$ cat src/rtl/omsp_spm_layout_reader.sv
// rtl/omsp_spm_layout_reader.sv - sequencing read master for the protected-module data-select port
module omsp_spm_layout_reader #(
  parameter int NB_REQ    = 5,
  parameter int FIRST_REQ = 0
) (
  input  logic        mclk,
  input  logic        puc_rst,
  input  logic        start,
  input  logic [15:0] sel,
  input  logic        sel_type,
  input  logic        abort,
  output logic [15:0] spm_data_select,
  output logic        spm_data_select_type,
  output logic [2:0]  data_request,
  input  logic        spm_data_select_valid,
  input  logic [15:0] requested_data,
  output logic        out_valid,
  output logic [15:0] out_data,
  output logic        out_last,
  input  logic        out_ready,
  output logic        busy,
  output logic        done,
  output logic        error
);

  localparam logic [2:0] FIRST_L  = 3'(FIRST_REQ);
  localparam logic [2:0] LAST_IDX = 3'(NB_REQ - 1);

  typedef enum logic [1:0] {S_IDLE, S_LOOKUP, S_READ, S_EMIT} state_t;

  state_t      state_q;
  logic [2:0]  idx_q;
  logic [15:0] sel_q;
  logic        sel_type_q;
  logic [2:0]  data_request_q;
  logic        out_valid_q;
  logic [15:0] out_data_q;
  logic        out_last_q;
  logic        done_q;
  logic        error_q;

  logic to_idle;
  logic set_done;
  logic set_error;

  // Every way back to IDLE funnels through here so the clear-down is identical for all of them.
  always_comb begin
    to_idle   = 1'b0;
    set_done  = 1'b0;
    set_error = 1'b0;
    if (state_q != S_IDLE) begin
      if (abort) begin
        to_idle = 1'b1;
      end else begin
        case (state_q)
          S_LOOKUP, S_READ: begin
            if (!spm_data_select_valid) begin
              to_idle   = 1'b1;
              set_error = 1'b1;
            end
          end
          S_EMIT: begin
            if (out_ready && out_last_q) begin
              to_idle  = 1'b1;
              set_done = 1'b1;
            end
          end
          default: ;
        endcase
      end
    end
  end

  always_ff @(posedge mclk) begin
    if (puc_rst) begin
      state_q        <= S_IDLE;
      idx_q          <= 3'd0;
      sel_q          <= 16'h0000;
      sel_type_q     <= 1'b0;
      data_request_q <= 3'd0;
      out_valid_q    <= 1'b0;
      out_data_q     <= 16'h0000;
      out_last_q     <= 1'b0;
      done_q         <= 1'b0;
      error_q        <= 1'b0;
    end else begin
      done_q  <= set_done;
      error_q <= set_error;
      if (to_idle) begin
        state_q        <= S_IDLE;
        idx_q          <= 3'd0;
        sel_q          <= 16'h0000;
        sel_type_q     <= 1'b0;
        data_request_q <= 3'd0;
        out_valid_q    <= 1'b0;
        out_data_q     <= 16'h0000;
        out_last_q     <= 1'b0;
      end else begin
        case (state_q)
          S_IDLE: begin
            if (start) begin
              state_q    <= S_LOOKUP;
              sel_q      <= sel;
              sel_type_q <= sel_type;
              idx_q      <= 3'd0;
            end
          end
          S_LOOKUP: begin
            state_q        <= S_READ;
            data_request_q <= FIRST_L;
          end
          S_READ: begin
            state_q     <= S_EMIT;
            out_data_q  <= requested_data;
            out_valid_q <= 1'b1;
            out_last_q  <= (idx_q == LAST_IDX);
          end
          S_EMIT: begin
            // The final handshake is taken by to_idle, so this only advances to the next word.
            if (out_ready) begin
              state_q        <= S_READ;
              out_valid_q    <= 1'b0;
              out_last_q     <= 1'b0;
              idx_q          <= idx_q + 3'd1;
              data_request_q <= FIRST_L + idx_q + 3'd1;
            end
          end
          default: state_q <= S_IDLE;
        endcase
      end
    end
  end

  assign spm_data_select      = sel_q;
  assign spm_data_select_type = sel_type_q;
  assign data_request         = data_request_q;
  assign out_valid            = out_valid_q;
  assign out_data             = out_data_q;
  assign out_last             = out_last_q;
  assign busy                 = (state_q != S_IDLE);
  assign done                 = done_q;
  assign error                = error_q;

endmodule
$ cat config.mk
export PLATFORM = sky130hd
export DESIGN_NAME = omsp_spm_layout_reader
export DESIGN_NICKNAME = d
export VERILOG_FILES = /design/src/rtl/omsp_spm_layout_reader.sv
export SDC_FILE = /design/constraint.sdc
export NUM_CORES = 1
export LEC_CHECK = 0
export ABC_AREA = 1
export ABC_CLOCK_PERIOD_IN_PS = 1900
export BUFFER_PORTS_ARGS = -buffer_cell sky130_fd_sc_hd__buf_2
export CAP_MARGIN = 20
export CORE_MARGIN = 2
export CORE_UTILIZATION = 50
export CTS_BUF_LIST = sky130_fd_sc_hd__clkbuf_8
export DETAILED_ROUTE_END_ITERATION = 7
export PLACE_DENSITY = 0.82
export SYNTH_ARGS = -nofsm -noshare
export SYNTH_HDL_FRONTEND = slang
export SYNTH_SLANG_ARGS = --single-unit
$ cat constraint.sdc
create_clock -name mclk -period 1.9 [get_ports mclk]
set_input_delay 0.38 -clock mclk [delete_from_list [all_inputs] [get_ports mclk]]
set_output_delay 0.38 -clock mclk [all_outputs]
set_load 0.005 [all_outputs]
==> results of run 1 <==
-- power breakdown --
group | internal [mW] | switching (mW)
logic | 0.548 | 0.720
registers | 1.15 | 0.113
clock network | 0.423 | 0.307
total | 2.12 | 1.14
-- per-layer routing --
metal / track usage / up-vias / routed length [um]
met5: 0 / - / 0
met3: 0.0510 / 7 / 410
met4: 0.0950 / 0 / 73
met1: 0.224 / 782 / 1970
met2: 0.341 / 78 / 1860
li1: - / 975 / -
-- worst max-delay path, stage by stage, from the launching register on --
cell and delay [ns]:
dfxtp_1 0.42, ha_1 0.35, nand3_1 0.12, nand2_1 0.07, nand2_1 0.06, nand2_2 0.14, buf_4 0.24, a21boi_0 0.12
-- registers in the layout (all words and copies together), names as in the netlist --
name / count
done: 1
out_last: 1
out_valid: 1
state_q: 2
idx_q: 3
spm_data_select_type: 1
spm_data_select: 16
data_request: 3
out_data: 16
error: 1
-- cell usage after synthesis (all sizes together) --
cell	n	share of area
nand2	71	0.14
dfxtp	45	0.44
a21boi	18	0.066
buf	14	0.046
a21oi	21	0.051
nor3	1	0.0024
clkbuf	1	0.0024
ha	8	0.049
inv	21	0.038
or2	1	0.0031
nand3	27	0.066
mux2i	16	0.078
o21ai	2	0.0049
nor2	8	0.015
-- path summary, 6_finish.rpt --
check             slack (ns)                           endpoint                     from
setup reg to reg        0.25  spm_data_select_type$_SDFFE_PP0P_  state_q[1]$_SDFFE_PP0P_
setup / recovery        0.25  spm_data_select_type$_SDFFE_PP0P_  state_q[1]$_SDFFE_PP0P_
hold reg to reg         0.49                    done$_SDFF_PP0_    out_last$_SDFFE_PP0P_
hold / removal          0.34                   error$_SDFF_PP0_    spm_data_select_valid
-- final cells by class --
type | instances | area share
Tap cell | 50 | 0.0242
Clock inverter | 2 | 0.0131
Multi-Input combinational cell | 173 | 0.375
Sequential cell | 45 | 0.349
Inverter | 21 | 0.0305
Timing Repair Buffer | 87 | 0.176
Clock buffer | 6 | 0.0320
-- cell families (layout without fill, tap and decap cells) --
kind of cell	after synthesis	count (layout)	share of synthesized area
AO/OA/AOI/OAI	41	41	0.122
adder cells (fa/ha/maj)	8	8	0.0489
buffers and inverters	36	116	0.0873
flip-flops	45	45	0.440
multiplexers	16	16	0.0782
AND/OR/NAND/NOR	108	108	0.224
-- stage by stage --
stage | power (mW) | util
after floorplan | 2.19 | -
after global placement | 2.54 | 0.621
after detailed placement | 2.56 | 0.621
after CTS | 3.29 | 0.650
after global routing | 3.51 | 0.650
final | 3.26 | 0.650
==> results.cfg, run 1 <==
[clock_network]
cts.path.max_buffers = 2
cts_buffers = 5
clkLatencyLatePin_ns = 0.30
cts_tree = done
cts_resized = 0
cts_htree_levels = 2
cts_root_buf = clkbuf_8
cts-hold-fix-buffers = 0
cts_setup_buffers = 0
clkSinkCount = 45
clkSlewWorstSetupHoldPaths_ns = 0.09

[worst_setup_path]
crit_type = flop to flop
worst_setup_path_start_kind = flop
path_max_fanout = 19
crit_path_end_kind = flop
reg2regPathDepth = 7
critPathArrivalTime_ns = 1.82
critPathRequiredTime_ns = 2.07

[min_path]
hold-path-cell-count = 4
hold_path.class = input port to flop

[timing]
holdWs_ns = 0.342
period_share = 0.868
maxSlewViolCount = 0
grt_setup_unrepaired = false
fmax_mhz = 606
setup_viol = 0
tightestPinTransition_ns = 0.275
final.setup.tns_ns = 0
slew_headroom = 0.817
hold_violations = 0
fin_crit_ns = 1.65
final.setup_skew_ns = 0.0104
setup_ws_ns = 0.251

[detailed_routing]
finalWirelength_mm = 4.31
vias = 1842
via_per_inst = 4.80
drc = 0
drt_iter0_markers = 82
ant_nets = 0
wl_per_cell_um = 11.2
drtPass1Iterations = 5

[finish]
fin_cells = 384
layout_common_cells = 79 x buf_2, 67 x nand2_1, 45 x dfxtp_1
drive_gt1_frac = 0.296
diodes = 0
layout.nets = 380
areaGrowthSynthToFinish_pct = 26.1
final_common_cell = buf_2
multi_input_area_sq_um = 968
regArea_sq_um = 901
fill_cells = 332
fin_area_sq_um = 2580

[grt]
grt_pass1_vias = 1656
grt_pass1_wl_mm = 6.93
grt_use_total = 0.197
overflow = 0
grt_max_degree = 22
antenna_found_initial = 0

[yosys]
netlist_instances = 254
syn_nets = 301
synth-seq-area-share = 0.440
yosys.cell_types.count = 20
syn_area_sq_um = 2050
synth-seq-cells = 45
avgSynthCellArea_sq_um = 8.06
ys_warn_count = 0

[die]
fp-row-count = 23
initial_utilization = 0.516
ioPinCount = 80
die_area_sq_um = 4620
die_x_um = 68.0
fp.dieH_um = 68.0
core-area_sq_um = 3970

[placed_design]
gp_congestion = 0.820
detailed_place_hpwl_mm = 3.24
place_inst = 376
post-place-ws_ns = 0.262
placed_cell_area_sq_um = 2470
portBuffers = 79

[power]
powerDensity_nw_per_um2 = 1260
leakage_nw = 1.36
ir_worst_vdd_mv = 0.619

[run]
maxCapViolCount = 0

[run_status]
status = complete, no violations
No activity file was read; power rests on OpenSTA's default activity.
==> run 2: changes to the inputs <==
REMOVE_ABC_BUFFERS = 1   (was unset)
==> run 2 against run 1 <==
  * Fmax up 1.8%
  * Critical path type unchanged
  * Worst hold slack better by 0.0080 ns
  * Critical path depth up 1
  * Highest routed layer unchanged
  * Largest power group unchanged
==> results.cfg, run 2 (synthesis results as in run 1) <==
[finish]
diodes = 0
drive_gt1_frac = 0.292
final_common_cell = buf_2
layout_common_cells = 79 x buf_2, 67 x nand2_1, 45 x dfxtp_1
layout.nets = 379
fin_area_sq_um = 2540
areaGrowthSynthToFinish_pct = 24.0

[min_path]
hold_path.class = input port to flop

[detailed_routing]
via_per_inst = 4.90
drtPass1Iterations = 4
ant_nets = 0
vias = 1872
drt_iter0_markers = 78
finalWirelength_mm = 4.39
wl_per_cell_um = 11.5
drc = 0

[grt]
grt_max_degree = 24
grt_pass1_vias = 1584
grt_pass1_wl_mm = 6.81
grt_use_total = 0.195
antenna_found_initial = 0
overflow = 0

[worst_setup_path]
critPathSlowestCell = dfxtp_1
crit_path_frequent_cell = nand2_1
slowest_delay_ns = 0.40
critPathRequiredTime_ns = 2.12
critPathTopFamily = flip-flops
crit_path_end_kind = flop
critPathArrivalTime_ns = 1.83
worst_setup_path_start_kind = flop
crit_buf_inv = 2
crit_type = flop to flop
path_max_fanout = 18
crit_chain = inv_1, ha_1, nand2_1, nand2_1, nand2_1, nand2_2, buf_4, a21boi_0

[clock_network]
clkSinkCount = 45
cts_tree = done
clkSlewWorstSetupHoldPaths_ns = 0.08
cts_root_buf = clkbuf_8
cts_setup_buffers = 0
cts-hold-fix-buffers = 0
cts_htree_levels = 2
cts.path.max_buffers = 2
cts_resized = 0
clkLatencyLatePin_ns = 0.29
cts_buffers = 5

[timing]
final.setup.tns_ns = 0
setup_viol = 0
setup_ws_ns = 0.281
final.setup_skew_ns = 0.00366
fmax_mhz = 618
fin_crit_ns = 1.62
tightestPinTransition_ns = 0.270
maxSlewViolCount = 0
hold_violations = 0
slew_headroom = 0.820
period_share = 0.852
grt_setup_unrepaired = false

[die]
die_area_sq_um = 4620
fp.dieH_um = 68.0
initial_utilization = 0.516
die_x_um = 68.0
fp-row-count = 23
ioPinCount = 80
core-area_sq_um = 3970

[power]
powerDensity_nw_per_um2 = 1210
leakage_nw = 1.34
ir_worst_vdd_mv = 0.737

[run]
maxCapViolCount = 0

[placed_design]
placed_cell_area_sq_um = 2460
gp_congestion = 0.828
portBuffers = 79
post-place-ws_ns = 0.284
detailed_place_hpwl_mm = 3.20

[run_status]
status = complete, no violations
[run 2: stage by stage]
| stage | instances | power (mW) | hold WS (ns) | util |
|---|---|---|---|---|
| after floorplan | 239 | 2.07 | 0.468 | - |
| after global placement | 375 | 2.52 | 0.476 | 0.619 |
| after detailed placement | 375 | 2.57 | 0.494 | 0.619 |
| after CTS | 382 | 3.12 | 0.347 | 0.640 |
| after global routing | 382 | 3.33 | 0.360 | 0.640 |
| final | 382 | 3.08 | 0.350 | 0.640 |
[run 2: final timing paths]
check	slack, ns	cells after the start	startpoint	to
worst max-delay path	0.28	8	state_q[0]$_SDFFE_PP0P_	spm_data_select[7]$_SDFFE_PP0P_
worst min-delay path	0.35	3	requested_data[10]	out_data[10]$_SDFFE_PP0P_
worst max register to register	0.28	8	state_q[0]$_SDFFE_PP0P_	spm_data_select[7]$_SDFFE_PP0P_
worst min register to register	0.50	2	out_last$_SDFFE_PP0P_	done$_SDFF_PP0_
[run 2: report_power, final]
group	total [mW]	internal (mW)	switching, mW
registers	1.26	1.15	0.113
clock network	0.543	0.249	0.294
logic	1.28	0.540	0.737
total	3.08	1.94	1.14
[run 2: area by class of cell]
cell class / instances / area, sq um
multi-input cells: 173 / 968
repair buffers: 86 / 448
fillers: 358 / 1430
inverters: 21 / 78.8
clock buffers: 5 / 68.8
clock inverters: 2 / 12.5
well taps: 50 / 62.6
flip-flops and latches: 45 / 901
[run 2: worst register-to-register path: cells and delay by family (launching register included)]
| family | cells | cell delay (ns) |
|---|---|---|
| AO/OA/AOI/OAI | 1 | 0.18 |
| flip-flops | 1 | 0.40 |
| adder cells (fa/ha/maj) | 1 | 0.32 |
| buffers and inverters | 2 | 0.33 |
| AND/OR/NAND/NOR | 4 | 0.34 |
[run 2: per-layer routing]
metal	track usage	wire (um)	up-vias
met1	0.253	2030	841
li1	-	-	975
met4	0.0750	59	0
met2	0.307	2050	49
met3	0.0526	251	7
met5	0	0	-
